### src/rtl/alu_pkg.sv
// Shared ALU control codes and the multiply/divide sequencer state type.
package alu_pkg;

  localparam logic [3:0] ALU_AND  = 4'b0000;
  localparam logic [3:0] ALU_OR   = 4'b0001;
  localparam logic [3:0] ALU_ADD  = 4'b0010;
  localparam logic [3:0] ALU_SUB  = 4'b0110;
  localparam logic [3:0] ALU_SLT  = 4'b0111;
  localparam logic [3:0] ALU_MULT = 4'b0101;
  localparam logic [3:0] ALU_DIV  = 4'b1011;

  typedef enum logic [2:0] {
    S_IDLE,
    S_MUL,
    S_DIV,
    S_FIX,
    S_DONE
  } md_state_t;

endpackage

### src/rtl/mult_div_unit.sv
// Iterative signed multiply (shift-add) and divide (restoring) unit producing HI/LO.
// Works on operand magnitudes and applies the result signs in a final fix-up cycle.
module mult_div_unit
  import alu_pkg::*;
#(
  parameter int WIDTH = 32
) (
  input  logic             clk,
  input  logic             rst_n,
  input  logic             start,
  input  logic [3:0]       alu_control,
  input  logic [WIDTH-1:0] a,
  input  logic [WIDTH-1:0] b,
  output logic             busy,
  output logic             done,
  output logic [WIDTH-1:0] hi,
  output logic [WIDTH-1:0] lo,
  output logic             div_by_zero
);

  md_state_t state, state_next;

  logic [2*WIDTH-1:0] acc;
  logic [WIDTH-1:0]   mag_a, mag_b;
  logic [5:0]         cnt;
  logic               neg_q, neg_rem, is_div;

  function automatic logic [WIDTH-1:0] magnitude(input logic [WIDTH-1:0] v);
    return v[WIDTH-1] ? -v : v;
  endfunction

  logic op_mult, op_div, accept, last_iter;
  assign op_mult   = (alu_control == ALU_MULT);
  assign op_div    = (alu_control == ALU_DIV);
  assign accept    = (state == S_IDLE) && start && (op_mult || op_div);
  assign last_iter = (cnt == 6'(WIDTH - 1));

  always_ff @(posedge clk or negedge rst_n) begin
    if (!rst_n) state <= S_IDLE;
    else        state <= state_next;
  end

  always_comb begin
    state_next = state;
    case (state)
      S_IDLE: begin
        if (start && op_mult)     state_next = S_MUL;
        else if (start && op_div) state_next = (b == '0) ? S_DONE : S_DIV;
      end
      S_MUL:   if (last_iter) state_next = S_FIX;
      S_DIV:   if (last_iter) state_next = S_FIX;
      S_FIX:   state_next = S_DONE;
      S_DONE:  state_next = S_IDLE;
      default: state_next = S_IDLE;
    endcase
  end

  assign busy = (state == S_MUL) || (state == S_DIV) || (state == S_FIX);
  assign done = (state == S_DONE);

  // Multiply step: add multiplicand into the upper half when the low bit is set, then shift right.
  logic [WIDTH:0]     mul_sum;
  logic [2*WIDTH-1:0] mul_step;
  assign mul_sum  = {1'b0, acc[2*WIDTH-1:WIDTH]} + {1'b0, mag_a};
  assign mul_step = acc[0] ? {mul_sum, acc[WIDTH-1:1]}
                           : {1'b0, acc[2*WIDTH-1:WIDTH], acc[WIDTH-1:1]};

  // Divide step: upper half is the partial remainder, lower half shifts dividend out / quotient in.
  logic [WIDTH:0]     trial, diff;
  logic [2*WIDTH-1:0] div_step;
  assign trial    = {acc[2*WIDTH-1:WIDTH], acc[WIDTH-1]};
  assign diff     = trial - {1'b0, mag_b};
  assign div_step = diff[WIDTH] ? {trial[WIDTH-1:0], acc[WIDTH-2:0], 1'b0}
                                : {diff[WIDTH-1:0], acc[WIDTH-2:0], 1'b1};

  logic [2*WIDTH-1:0] fixed;
  always_comb begin
    fixed = neg_q ? -acc : acc;
    if (is_div) begin
      fixed[2*WIDTH-1:WIDTH] = neg_rem ? -acc[2*WIDTH-1:WIDTH] : acc[2*WIDTH-1:WIDTH];
      fixed[WIDTH-1:0]       = neg_q   ? -acc[WIDTH-1:0]       : acc[WIDTH-1:0];
    end
  end

  always_ff @(posedge clk or negedge rst_n) begin
    if (!rst_n) begin
      acc         <= '0;
      mag_a       <= '0;
      mag_b       <= '0;
      cnt         <= '0;
      neg_q       <= 1'b0;
      neg_rem     <= 1'b0;
      is_div      <= 1'b0;
      hi          <= '0;
      lo          <= '0;
      div_by_zero <= 1'b0;
    end else begin
      if (accept) begin
        mag_a       <= magnitude(a);
        mag_b       <= magnitude(b);
        neg_q       <= a[WIDTH-1] ^ b[WIDTH-1];
        neg_rem     <= a[WIDTH-1];
        is_div      <= op_div;
        cnt         <= '0;
        div_by_zero <= 1'b0;
        acc         <= {{WIDTH{1'b0}}, op_div ? magnitude(a) : magnitude(b)};
        if (op_div && (b == '0)) begin
          hi          <= a;
          lo          <= '1;
          div_by_zero <= 1'b1;
        end
      end
      if (state == S_MUL || state == S_DIV) begin
        acc <= (state == S_DIV) ? div_step : mul_step;
        cnt <= cnt + 6'd1;
      end
      // Results become visible in the DONE cycle.
      if (state == S_FIX) begin
        hi <= fixed[2*WIDTH-1:WIDTH];
        lo <= fixed[WIDTH-1:0];
      end
    end
  end

endmodule
### config.mk
export PLATFORM = sky130hd
export DESIGN_NAME = mult_div_unit
export DESIGN_NICKNAME = d
export VERILOG_FILES = /design/src/rtl/alu_pkg.sv /design/src/rtl/mult_div_unit.sv
export SDC_FILE = /design/constraint.sdc
export NUM_CORES = 1
export LEC_CHECK = 0
export ABC_AREA = 1
export BUFFER_PORTS_ARGS = -buffer_cell sky130_fd_sc_hd__buf_2
export CORE_MARGIN = 2
export CORE_UTILIZATION = 55
export DETAILED_ROUTE_END_ITERATION = 8
export PLACE_DENSITY = 0.82
export SETUP_SLACK_MARGIN = 0.05
export SYNTH_ARGS = -nofsm -noshare
export SYNTH_HDL_FRONTEND = slang
export SYNTH_SLANG_ARGS = --single-unit
export TNS_END_PERCENT = 100
### constraint.sdc
create_clock -name clk -period 3 [get_ports clk]
set_input_delay 0.6 -clock clk [delete_from_list [all_inputs] [get_ports clk]]
set_output_delay 0.6 -clock clk [all_outputs]
set_load 0.02 [all_outputs]
After elaboration in Yosys (flattened, before gate mapping)
Index checks and enable logic that the tools add are counted.

Mux-type cells: 26. Add/sub/neg operators: 8. Eq/ne operators: 9. Reduce and logical (&&, ||, !) cells: 16. Bitwise operators: 1.

Operator list (number): 2-to-1 mux 64 bit (7); 2-to-1 mux 32 bit (11); negator 32 bit (4); negator 64 bit (1); adder 32 x 32 -> 33 bit (1); subtractor 33 x 32 -> 33 bit (1); logical NOT 32 bit (1); 2-to-1 mux 3 bit (4); 2-to-1 mux 6 bit (2); one-hot mux 3 bit (3 select lines) (1); adder 6 x 1 -> 6 bit, second input constant (1); equality test 3 x 2 -> 1 bit, second input constant (2); equality test 6 x 5 -> 1 bit, second input constant (1); nonzero test 2 bit (3); logical AND 1 bit (5); equality test 4 x 3 -> 1 bit, second input constant (1); equality test 4 bit, second input constant (1); AND reduction 2 bit (2); equality test 3 x 1 -> 1 bit, second input constant (1); equality test 3 bit, second input constant (1); logical NOT 3 bit (1); logical OR 1 bit (3); != test 3 x 1 -> 1 bit, second input constant (1); != test 2 x 1 -> 1 bit, second input constant (1); 3 further kinds (3).

Word-level logic and storage cells: 71. Input port bits: 71. Output and inout port bits: 67. Register bits: 205.

Depth between registers and ports, before layout
Gate-level depths: netlist of the first run.

Depth after elaboration: 5. Depth in mapped cells: 20. Depth with buffers taken out: 19.

Least setup slack after synthesis of the first run
OpenSTA, ideal clock, no wires.

Kind: register to register. Start point: register acc[31]. End point: register acc[60]. Data arrival time: 2.271 ns. Setup time: 0.117 ns. Required time: 2.883 ns. Setup slack: 0.613 ns. Period minus slack after synthesis: 2.387 ns. Buffers on the path: 1. Stages on the path, launching flop included: 21. Path through: dfrtp_1 > inv_1 > ha_1 > fa_1 > inv_1 > nand2_1 > nand2_1 > nand3_1 > nand2_1 > nand2_1 > nand2_1 > nand2_2 > nand2_2 > nand2_4 > nand2_8 > inv_4 > buf_6 > nand2_1 > nand3_1 > nand2_1 > nand2_1.

Cells in the longest elaborated chain, start to end: 4.

RTL lines: from (decl) (RTL line mult_div_unit.sv:23) `logic [2*WIDTH-1:0] acc;`; from (signal assigned) (RTL line mult_div_unit.sv:106) `acc <= {{WIDTH{1'b0}}, op_div ? magnitude(a) : magnitude(b)};`; from (signal assigned) (RTL line mult_div_unit.sv:114) `acc <= (state == S_DIV) ? div_step : mul_step;`; subtractor 33 x 32 -> 33 bit (RTL line mult_div_unit.sv:72) `assign diff = trial - {1'b0, mag_b};`; 2-to-1 mux 64 bit (RTL line mult_div_unit.sv:73) `assign div_step = diff[WIDTH] ? {trial[WIDTH-1:0], acc[WIDTH-2:0], 1'b0}`; 2-to-1 mux 64 bit (RTL line mult_div_unit.sv:114); 2-to-1 mux 64 bit (RTL line mult_div_unit.sv:113) `if (state == S_MUL || state == S_DIV) begin`.

No other way between the ends. A chain may end at the register's enable or synchronous reset.

Worst setup path after layout of the first run
Start point: register acc[31]. End point: register acc[48].

The elaborated chain is that of the path after synthesis.

==> out/qor.yml, run 1 <==
run_status:
  outcome: "complete, no violations"
detailed_routing:
  wl_per_cell_microns: 22.2
  postRouteAntennaNets: 0
  dr.pass1.iters: 7
  wl_met3_microns: 11300
  met1_length_microns: 31100
  vias_per_cell: 6.08
  wl_met2_microns: 34800
  routed_wl_microns: 83800
  drc: 0
  drt_iter0_markers: 3396
  vias: 23000
  topRoutingLayerUsed: "met5"
clocking:
  cts_buffers: 25
  cts_tree: "done"
  cts_root_buffer: "clkbuf_16"
  cts_max_level: 1
  clk_pin_slew_ns: 0.06
  clockBufferDepth: 3
  clock_latency_ns: 0.57
  clock_sinks: 205
final_layout:
  final-instance-count-excl-fill: 3777
  regArea_sq_mm: 0.00513
  area_growth_pct: 13.4
  finalCoreUtilization_pct: 63.4
  multi_input_area_sq_mm: 0.0116
  fillers: 3266
  nNetsFinal: 3446
  drive_above_1_share_pct: 9.81
global_routing:
  grt_pass1_vias: 21300
  antenna_found_initial: 11
  track_usage_pct: 46.3
  grt_overflow: 0
  grt_max_degree: 80
  grt_pass1_wl_microns: 126000
synthesis:
  yosysSeqAreaShare_pct: 27.3
  ys_types: 53
  syn_inst: 3152
  syn-cell-area_sq_mm: 0.0188
  synth_top_area_share_pct: 27.3
  ys_ff_latch: 205
  yosys_warnings: 0
  synth_area_leader_cell: "dfrtp_1"
  synthArstFlopShare_pct: 100
  synthesis.nets: 3294
  synth_flop_cell: "dfrtp_1"
  syn_avg_cell_area_sq_um: 5.97
  synth_area_leaders: "dfrtp_1 (27%), nand2_1 (21%), inv_1 (8.3%)"
  synth_edf_count: 0
floorplan:
  start_util_pct: 56.0
  coreArea_sq_mm: 0.0336
  pin_count: 138
  die_h_microns: 189
  die_w_microns: 189
  die_area_sq_mm: 0.0357
  rows: 67
timing:
  maxClockFrequency_mhz: 355
  hold_viol: 0
  finalSetupViolations: 0
  tightest_slew_ns: 1.20
  slew_viol_final: 0
  final.setup.worst_slack_ns: 0.180
  fin_setup_tns_ns: 0
  min_period_ns: 2.82
  skew_ns: 0.0125
  rsz0062_at_grt: "yes"
  timing.final.crit_share_pct: 94.0
  whs_ns: 0.352
  slew_headroom_pct: 19.8
place:
  dp_hpwl_microns: 65300
  pre_cts_slack_ns: 0.166
  placedCellCount: 3718
  gp_congestion: 1.11
  numPortBuffers: 137
worst_setup_path:
  cp_slowest_stage_delay_ns: 0.38
  timing.critical_path.to_type: "flip-flop"
  cpMostUsedCell: "nand2_1"
  crit_slowest_cell: "dfrtp_1"
  cp_max_fo: 10
  crit_start: "acc[31]"
  crit_type: "reg -> reg"
  worstSetupStartpointType: "flip-flop"
  crit_family: "simple AND/OR/NAND/NOR gates"
  r2r_start: "acc[31]"
  critical_path_arrival_ns: 3.27
  crit_buf_inv: 3
  crit_required_ns: 3.45
  critical_path.cell_chain: "inv_1, ha_1, fa_1, inv_1, nand2_1, nand2_2, nand3_1, nand2_2, nand2_1, nand2_2, nand2_2, nand2_2, nand2_4, nand2_8, buf_12, nand2_1, o21ai_1, nand2_1, nand2_1, nand2_1"
power_and_ir_drop:
  p_leak_uw: 0.0117
  power_density_mw_per_mm2: 866
  peakVddDrop_mv: 0.815
run:
  drv_cap: 0
worst_hold_path:
  hp-start: "a[6]"
  hp-class: "in -> reg"
==> cells by family (layout without fill, tap and decap cells) <==
family / Yosys count / count (layout) / share of synthesized area (%)
DFF: 205 / 205 / 27.3
xor gates and xnor gates: 71 / 71 / 3.31
adders and majority gates: 71 / 71 / 4.80
buffers and inverters: 538 / 707 / 11.2
muxes: 1 / 1 / 0.0599
other: 0 / 7 / 0
and+or+nand+nor: 1740 / 1741 / 38.4
AOI/OAI and AO/OA: 526 / 526 / 15.0
==> where the power goes <==
part	internal, uW	switching (uW)	leakage, uW
logic	3360	7150	0.00862
registers	3650	1000	0.00263
clock network	1970	1350	0.000435
==> cells in the final DEF (no fill, tap or decap), drive strengths merged, types with 4 or more instances in the layout <==
cell type	n
o21bai	7
xnor2	15
nor3	35
dfrtp	205
or2	7
ha	69
nand3b	17
a21oi	168
xor2	56
a31oi	22
nor2	316
clkbuf	34
nand2	1059
inv	435
nand4	32
clkinv	6
o211ai	27
diode	7
nand3	270
buf	225
o21ai	282
a21o	4
==> per-layer routing <==
metal	vias to the layer above	global-route usage, %
met2	1720	68.9
met3	398	12.8
met4	12	28.8
met5	-	2.61
li1	10400	-
met1	10400	59.5
==> path summary, 6_finish.rpt <==
kind | endpoint | slack (ns) | cells after the start
setup / recovery | acc[48] | 0.18 | 20
hold / removal | hi[6] | 0.35 | 3
setup reg to reg | acc[48] | 0.18 | 20
hold reg to reg | hi[11] | 0.47 | 2
max in group asynchronous | acc[55] | 1.61 | 3
min in group asynchronous | hi[25] | 0.53 | 2
==> repair_timing <==
| action | 4_1_cts | 5_1_grt |
|---|---|---|
| gates resized for setup | 0 | 4 |
| hold buffers | 1 | 0 |
| buffers inserted | 0 | 4 |
| setup endpoints to repair | 0 | 32 |
| hold endpoints to repair | 23 | 0 |
==> layout make-up <==
type / count / area share [%]
inverter: 434 / 7.65
tap: 448 / 2.63
multi-input combinational: 2410 / 54.5
clock buffer: 32 / 3.39
clock inverter: 13 / 0.780
timing repair buffer: 228 / 6.96
antenna: 7 / 0.0821
sequential: 205 / 24.1
==> Yosys cell counts, types with 2 or more instances <==
master and n:
a21o_1 4, a21oi_1 165, a21oi_2 3, a31oi_1 21
and2_1 2, buf_1 7, buf_2 18, buf_4 5
buf_6 5, clkbuf_1 69, dfrtp_1 205, fa_1 2
ha_1 69, inv_1 418, inv_2 14, nand2_1 1050
nand2_2 6, nand3_1 268, nand3b_1 16, nand4_1 32
nor2_1 311, nor2_2 2, nor2_4 3, nor3_1 29
nor3_2 4, nor3_4 2, nor4_1 2, o211ai_1 27
o21a_1 3, o21ai_0 256, o21ai_1 26, o21bai_1 7
o22a_1 2, o22ai_1 3, o31ai_1 3, or2_2 7
xnor2_1 15, xor2_1 56
==> stage by stage <==
stage | cell area, sq um | total power (uW)
3_5_place_dp | 20300 | 14400
6_report | 21300 | 18500
2_1_floorplan | 18800 | 10800
4_1_cts | 21200 | 17800
5_1_grt | 21300 | 19500
3_3_place_gp | 20300 | 14200
==> registers in the layout, indices dropped and copies added (netlist names) <==
name and cells:
state 3, neg_q 1, div_by_zero 1, lo 32, is_div 1, mag_b 32, acc 64, mag_a 32
hi 32, neg_rem 1, cnt 6
==> worst reg2reg max path: cells and delay by family, from the launching register on <==
family	cells	cell delay, ns
AND/OR/NAND/NOR	14	1.25
adder cells (fa/ha/maj)	2	0.62
flip-flops	1	0.38
buffers and inverters	3	0.34
AO/OA/AOI/OAI	1	0.10
No activity file was read; power rests on OpenSTA's default activity.
==> run 2: changes to the inputs <==
Settings changed: CORE_ASPECT_RATIO set to 0.8.
==> run 2 against run 1 <==
Effect of this change: the run now ends with negative hold slack left; via count fell by 0.25%; clock skew rose by 0.0027 ns; first-iteration DRC count rose by 11%; clock-buffer cell count fell by 3; largest power group unchanged.
==> out/qor.yml, run 2 (synthesized netlist as in run 1, its figures left out) <==
run_status:
  outcome: "complete, but fails checks"
  violations: "negative hold slack"
final_layout:
  largest_reg_flops: 64  # unchanged
  mostFrequentLayoutCells: "nand2_1 (1047), inv_1 (417), nor2_1 (311), nand3_1 (267), o21ai_0 (256)"
  drive_above_1_share_pct: 10.3  # +0.52 points
  final_common_cell: "nand2_1"
  nNetsFinal: 3463  # +0.49%
  fillers: 3232  # -1.0%
  area_growth_pct: 13.5
  largest-register: "acc"
clocking:
  cts_buffers: 24  # -4.0%
  clk_pin_slew_ns: 0.07  # about the same
  cts_root_buffer: "clkbuf_16"
  clock_latency_ns: 0.58  # about the same
  clock_sinks: 205  # unchanged
  cts_tree: "done"
  cts_max_level: 1  # unchanged
  clockBufferDepth: 3  # unchanged
timing:
  skew_ns: 0.0152  # +0.00273 ns
  slew_viol_final: 0  # unchanged
  rsz0062_at_grt: "no"
  slew_headroom_pct: 40.6  # +21 points
  fin_setup_tns_ns: 0  # unchanged
  timing.final.crit_share_pct: 95.2  # +1.2 points
  min_period_ns: 2.86  # +0.0361 ns
  finalSetupViolations: 0  # unchanged
  maxClockFrequency_mhz: 350  # -1.3%
  whs_ns: -0.0137  # -0.365 ns
  hold_viol: 5  # +5
  tightest_slew_ns: 0.891  # -0.311 ns
global_routing:
  grt_pass1_wl_microns: 124000  # -1.8%
  grt_overflow: 0  # unchanged
  grt_pass1_vias: 20700  # -2.9%
  antenna_found_initial: 1  # -10
  grt_max_degree: 74  # -7.5%
  track_usage_pct: 46.0  # -0.38 points
place:
  dp_hpwl_microns: 66400  # +1.7%
  numPortBuffers: 137  # unchanged
  gp_congestion: 1.13  # +2.1%
floorplan:
  die_w_microns: 211  # +12%
  coreArea_sq_mm: 0.0336  # about the same
  die_h_microns: 169  # -10%
  rows: 60  # -10%
  start_util_pct: 55.9  # about the same
  die_area_sq_mm: 0.0357  # about the same
  pin_count: 138  # unchanged
detailed_routing:
  wl_per_cell_microns: 22.0  # -0.78%
  drc: 0  # unchanged
  wl_met3_microns: 13600  # +20%
  topRoutingLayerUsed: "met5"
  postRouteAntennaNets: 0  # unchanged
  vias_per_cell: 6.07  # -0.17%
  routed_wl_microns: 83000  # -0.86%
  dr.pass1.iters: 8  # +1
  vias: 22900  # -0.25%
  met1_length_microns: 32400  # +4.0%
  wl_met2_microns: 32600  # -6.3%
  drt_iter0_markers: 3784  # +11%
worst_setup_path:
  worstSetupStartpointType: "flip-flop"
  crit_slowest_cell: "nor2_1"
  timing.critical_path.to_type: "flip-flop"
  cp_slowest_stage_delay_ns: 0.53  # +0.15 ns
  rrSetupSlack_ns: 0.14  # -0.04 ns
  crit_required_ns: 3.46  # about the same
  cp_max_fo: 7  # -3
  r2r_start: "acc[21]"
  crit_end: "hi[13]"
  crit_type: "reg -> reg"
  r2r_end: "hi[13]"
  crit_start: "acc[21]"
  critical_path_arrival_ns: 3.31  # +0.04 ns
  cpMostUsedCell: "nand2_1"
  critical_path.cell_chain: "nor2_1, nand2_1, nor2_1, a21oi_1, nor2_1, nand2_1, nand2_1, xor2_1, nand2_1, nand2_1, nand2_1"
  reg2regPathDepth: 11  # -45%
run:
  drv_cap: 0  # unchanged
power_and_ir_drop:
  power_density_mw_per_mm2: 869  # +0.25%
  p_leak_uw: 0.0117  # +0.36%
  peakVddDrop_mv: 0.791  # -2.9%
worst_hold_path:
  hp-class: "in -> async"
[run 2: changes by cell type in the layout (fill, tap and decap cells not counted), sizes merged]
| cell | change |
|---|---|
| clkinvlp | +2 |
| inv | +1 |
| dlygate4sd3 | -1 |
| clkbuf | -4 |
| diode | -6 |
| bufinv | -1 |
| buf | +20 |
[run 2: worst min-delay path by stage]
stage | from | to | cells after the start
finish | rst_n | mag_a[17] | 1
global route | rst_n | mag_a[17] | 1
CTS | rst_n | mag_a[17] | 1
detailed placement | hi[20] | hi[20] | 2
global placement | hi[12] | hi[12] | 2
floorplan | rst_n | acc[0] | 0
[run 2: final cells by class]
class                      count  area, sq um  share of cell area (%)
inverter                     434         1630                    7.64
tap                          434          543                    2.54
clock inverter                15          180                   0.844
sequential                   205         5130                    24.0
clock buffer                  29          659                    3.09
timing repair buffer         246         1590                    7.45
antenna                        1         2.50                  0.0117
multi-input combinational   2410        11600                    54.4
[run 2: power breakdown]
group          switching [uW]  internal (uW)  total, uW
Clock                    1410           1770       3180
Combinational            7210           3460      10700
Sequential               1050           3650       4700
[run 2: per-layer routing]
layer / global-route usage (%) / vias to the layer above
li1: - / 10400
met1: 64.1 / 10500
met2: 65.1 / 1727
met3: 15.9 / 291
met4: 17.9 / 4
met5: 0 / -
[run 2: through the flow]
stage / cells / setup WS (ns) / power, uW / util [%] / cell area (sq um)
2_1_floorplan: 3152 / 0.613 / 10800 / - / 18800
6_report: 3774 / 0.144 / 18500 / 63.5 / 21400
3_3_place_gp: 3723 / 0.290 / 14400 / 60.8 / 20400
4_1_cts: 3767 / 0.143 / 17800 / 63.3 / 21300
3_5_place_dp: 3723 / 0.174 / 14600 / 60.8 / 20400
5_1_grt: 3773 / 0.0626 / 19500 / 63.5 / 21400
[run 2: worst max-delay path, delay by kind of cell (launching register included)]
family	cells	cell delay [ns]
and+or+nand+nor	9	1.82
DFF	1	0.50
xor gates and xnor gates	1	0.27
AOI/OAI and AO/OA	1	0.14
[run 2: repair_timing]
item                       in CTS  in global routing
resized for setup               0                  8
setup endpoints to repair       0                 26
hold buffers                    0                  0
buffers inserted                0                  5
